**src/rtl/odd_parity_shift_reg.sv**
```systemverilog
// DATA_W-bit left shift register (serial in at the LSB) with enable and synchronous clear.
module odd_parity_shift_reg #(
    parameter int unsigned DATA_W = 4
) (
    input  logic              clk_i,
    input  logic              clr_i,
    input  logic              en_i,
    input  logic              d_i,
    output logic [DATA_W-1:0] q_o
);

    logic [DATA_W-1:0] sr_q;
    logic [DATA_W-1:0] sr_d;

    always_comb begin
        sr_d = sr_q;
        if (en_i) begin
            if (DATA_W == 1) begin
                sr_d = DATA_W'(d_i);
            end else begin
                sr_d = {sr_q[DATA_W-2:0], d_i};
            end
        end
    end

    always_ff @(posedge clk_i) begin
        if (clr_i) begin
            sr_q <= '0;
        end else begin
            sr_q <= sr_d;
        end
    end

    assign q_o = sr_q;

endmodule

```
**config.mk**
```make
export PLATFORM = sky130hd
export DESIGN_NAME = odd_parity_shift_reg
export DESIGN_NICKNAME = d
export VERILOG_FILES = /design/src/rtl/odd_parity_shift_reg.sv
export SDC_FILE = /design/constraint.sdc
export NUM_CORES = 1
export LEC_CHECK = 0
export ABC_CLOCK_PERIOD_IN_PS = 1200
export BUFFER_PORTS_ARGS = -buffer_cell sky130_fd_sc_hd__buf_2
export CAP_MARGIN = 20
export CORE_AREA = 2 2 39 41
export CTS_CLUSTER_DIAMETER = 120
export DETAILED_ROUTE_END_ITERATION = 6
export DIE_AREA = 0 0 41 43
export PLACE_DENSITY = 0.36
export SKIP_CTS_REPAIR_TIMING = 1
export SLEW_MARGIN = 0
export SYNTH_ARGS = -nofsm -noshare
export SYNTH_HDL_FRONTEND = slang
export SYNTH_SLANG_ARGS = --single-unit
```
**constraint.sdc**
```tcl
create_clock -name clk_i -period 1.2 [get_ports clk_i]
set_input_delay 0.06 -clock clk_i [delete_from_list [all_inputs] [get_ports clk_i]]
set_output_delay 0.06 -clock clk_i [all_outputs]
set_load 0.02 [all_outputs]
```
==> Word-level counts from Yosys, hierarchy flattened <==
Cells that the tools add are included.
{ "classes": {"n_mul": 0, "n_bitwise": 0, "n_div": 0, "reduce_logical": 0, "n_lt_le_gt_ge": 0, "eq_ne": 0, "addsub": 0, "n_shift": 0, "n_mux": 0} }
{ "totals": {"inputBits": 4, "output_inout_bits": 4, "wordCells": 1, "latchBits": 0, "romBits": 0, "register_bits": 4, "ram_bits": 0, "memories": 0} }

==> Depth between registers and ports, before layout <==
{ "logic_depth": {"word_depth": 0, "depth_mapped": 3} }

==> Least setup slack after synthesis <==
Ideal clock, no wire load.
{ "synth_path": {"kind": "register -> register", "from": "register sr_q[0], in the netlist q_o[0]", "to": "register sr_q[1], in the netlist q_o[1]", "synth_period_minus_slack_ps": 673, "t_arrival_ps": 609, "stages_incl_launch_ff": 3, "setup_slack_ps": 527, "cell_sequence": "dfxtp_1 -> mux2i_1 -> nor2_1"} }
{ "synth_rtl": {"columns": ["element", "line", "source"], "rows": [
  ["start: declaration", "12", "logic [DATA_W-1:0] sr_q;"],
  ["start signal: assignment", "30", "sr_q <= sr_d;"]
]} }

==> Worst setup path in the final report <==
{ "layout_path": {"from": "register sr_q[0], in the netlist q_o[0]", "to": "output port q_o[0]"} }
{ "layout_rtl": {"columns": ["element", "line", "source"], "rows": [
  ["end: declaration", "9", "output logic [DATA_W-1:0] q_o"]
]} }
No word-level cell between the ends.

==> run_results.csv <==
group,metric,value,unit
floorplan,die_y,43,µm
worst_setup_path,path_max_fanout,3,
sta,final_max_slew_viol_count,0,
synthesis,syn-num-nets,17,
synthesis,synth.distinct_cells,4,
finish,largest_reg_flops,4,
sta,timing.slew.headroom,90.7,%
worst_setup_path,reg2reg_slack,0.59,ns
finish,diodes,0,
detailed_routing,vias_per_cell,3.13,
cts,cts.sinks,4,
detailed_routing,routed_wirelength,273,µm
sta,fmax,1250,MHz
sta,setup_tns,0,ns
worst_setup_path,timing.rr.end,"q_o[2]",
finish,drive_gt1_share,45.5,%
sta,hold_viol,0,
worst_setup_path,critPathSlowestCell,"dfxtp_1",
global_routing,gr-total-overflow,0,
cts,cts_tree,"yes",
placement,io_buffer_count,7,
worst_setup_path,critical-path-max-stage-delay,0.34,ns
cts,clk_latency,0.23,ns
pwr,p_leak,0.109,nW
finish,stdcell_count,38,
cts,h-tree-depth,1,
sta,rsz0062_at_grt,"false",
synthesis,syn_avg_cell_area,10.8,µm²
worst_setup_path,critPathBufInv,1,
cts,cts_buffer_depth,2,
worst_setup_path,path_cells,"buf_2",
cts,cts_root_buffer,"clkbuf_4",
worst_setup_path,rr_worst_depth,2,
synthesis,yosysSeqAreaShare,57.1,%
detailed_routing,vias,119,
pwr,peakVddDrop,0.363,mV
placement,gp_congestion,0.578,
synthesis,synthCells,13,
global_routing,grt_max_degree,5,
detailed_routing,drc,0,
floorplan,core,0.00138,mm²
cts,path_clk_slew,0.04,ns
worst_hold_path,hold_path_end,"q_o[0]",
worst_setup_path,crit_cells,1,
worst_setup_path,regToRegStartpoint,"q_o[1]",
sta,period_needed,0.798,ns
placement,dp.cells,35,
global_routing,grt_use_total,4.32,%
global_routing,grt_pass1_vias,105,
sta,fin_skew,0.000459,ns
worst_setup_path,crit_type,"register to primary output",
flow_run,max-cap-violations,0,
worst_setup_path,worstPathArrival,0.74,ns
floorplan,die_x,41,µm
sta,setup_ws,0.402,ns
finish,nNetsFinal,28,
synthesis,yosysWarningCount,0,
detailed_routing,drt_iter0_drc,2,
outcome,outcome,"completed",
worst_setup_path,end_kind,"primary output",
global_routing,antenna_found_initial,0,
detailed_routing,drt_pass1_iterations,4,
floorplan,pin_count,8,
pwr,powerDensity,1540,mW/mm²
sta,holdWs,0.0365,ns
floorplan,initial_core_util,10.1,%
finish,synthToLayoutAreaGrowth,51.8,%
floorplan,rows,14,
worst_setup_path,worstPathRequired,1.14,ns
sta,tightest_slew,0.136,ns
synthesis,syn_area,140,µm²
worst_hold_path,holdCritPathClass,"input pin to register",
detailed_routing,routedWlPerCell,7.18,µm
placement,place_ws,0.589,ns
synthesis,ys_ff_latch,4,
global_routing,grt_pass1_wl,386,µm
worst_hold_path,worstHoldStart,"clr_i",
worst_setup_path,cp_top_family,"flip-flops",
finish,final_util,15.4,%
worst_setup_path,startpoint_type,"register",
cts,numCtsBuffers,3,
floorplan,dieArea,0.00176,mm²
sta,fin_crit_sh,66.5,%
sta,setup_viol,0,
detailed_routing,ant_nets,0,
worst_hold_path,hold_depth,2,
[how the worst max path moves through the flow]
stage           start  endpoint  slack [ns]
5_1_grt        q_o[2]    q_o[2]        0.34
6_report       q_o[0]    q_o[0]        0.40
2_1_floorplan  q_o[0]    q_o[1]        0.53
3_5_place_dp   q_o[1]    q_o[2]        0.59
3_3_place_gp   q_o[2]    q_o[2]        0.60
4_1_cts        q_o[2]    q_o[2]        0.39
[Yosys cell counts]
| master | instances | area, µm² |
|---|---|---|
| clkbuf_2 | 1 | 5.00 |
| dfxtp_1 | 4 | 80.1 |
| mux2i_1 | 4 | 40.0 |
| nor2_1 | 4 | 15.0 |
[area by class of cell]
class                      instances  area [µm²]
fill                             155        1170
sequential                         4        80.1
multi-input combinational          8        55.1
timing repair buffer               7        35.0
clock buffer                       3        22.5
tap                               16        20.0
[per-stage QoR]
step / power [mW] / instance area [µm²]
2_1_floorplan: 0.158 / 140
3_3_place_gp: 0.167 / 190
3_5_place_dp: 0.168 / 190
4_1_cts: 0.338 / 213
5_1_grt: 0.353 / 213
6_report: 0.327 / 213
[routing by layer]
metal | share of wire, % | vias to the layer above | global-route usage, %
met5 | 0 | - | 0
li1 | - | 62 | -
met4 | 0 | 0 | 4.00
met2 | 29 | 9 | 2.50
met1 | 52 | 48 | 4.50
met3 | 19 | 0 | 7.85
[cells by family (layout without fill, tap and decap cells)]
family / count (synthesis) / count (layout) / synth area share (%)
simple gates: 4 / 4 / 10.7
mux: 4 / 4 / 28.6
buf+inv: 1 / 10 / 3.57
flops: 4 / 4 / 57.1
[cells in the final DEF (no fill, tap or decap)]
cell type / netlist / routed
clkbuf_4: 0 / 3
buf_2: 0 / 7
dfxtp_1: 4 / 4
nor2_1: 4 / 4
mux2i_1: 4 / 4
[report_power, final]
| part | leakage [nW] | internal, mW | switching [mW] | total, mW |
|---|---|---|---|---|
| clock network | 0.0138 | 0.112 | 0.0501 | 0.162 |
| logic | 0.0631 | 0.0113 | 0.0139 | 0.0252 |
| registers | 0.0325 | 0.138 | 0.00255 | 0.140 |
(Power assumes the default switching activity.)
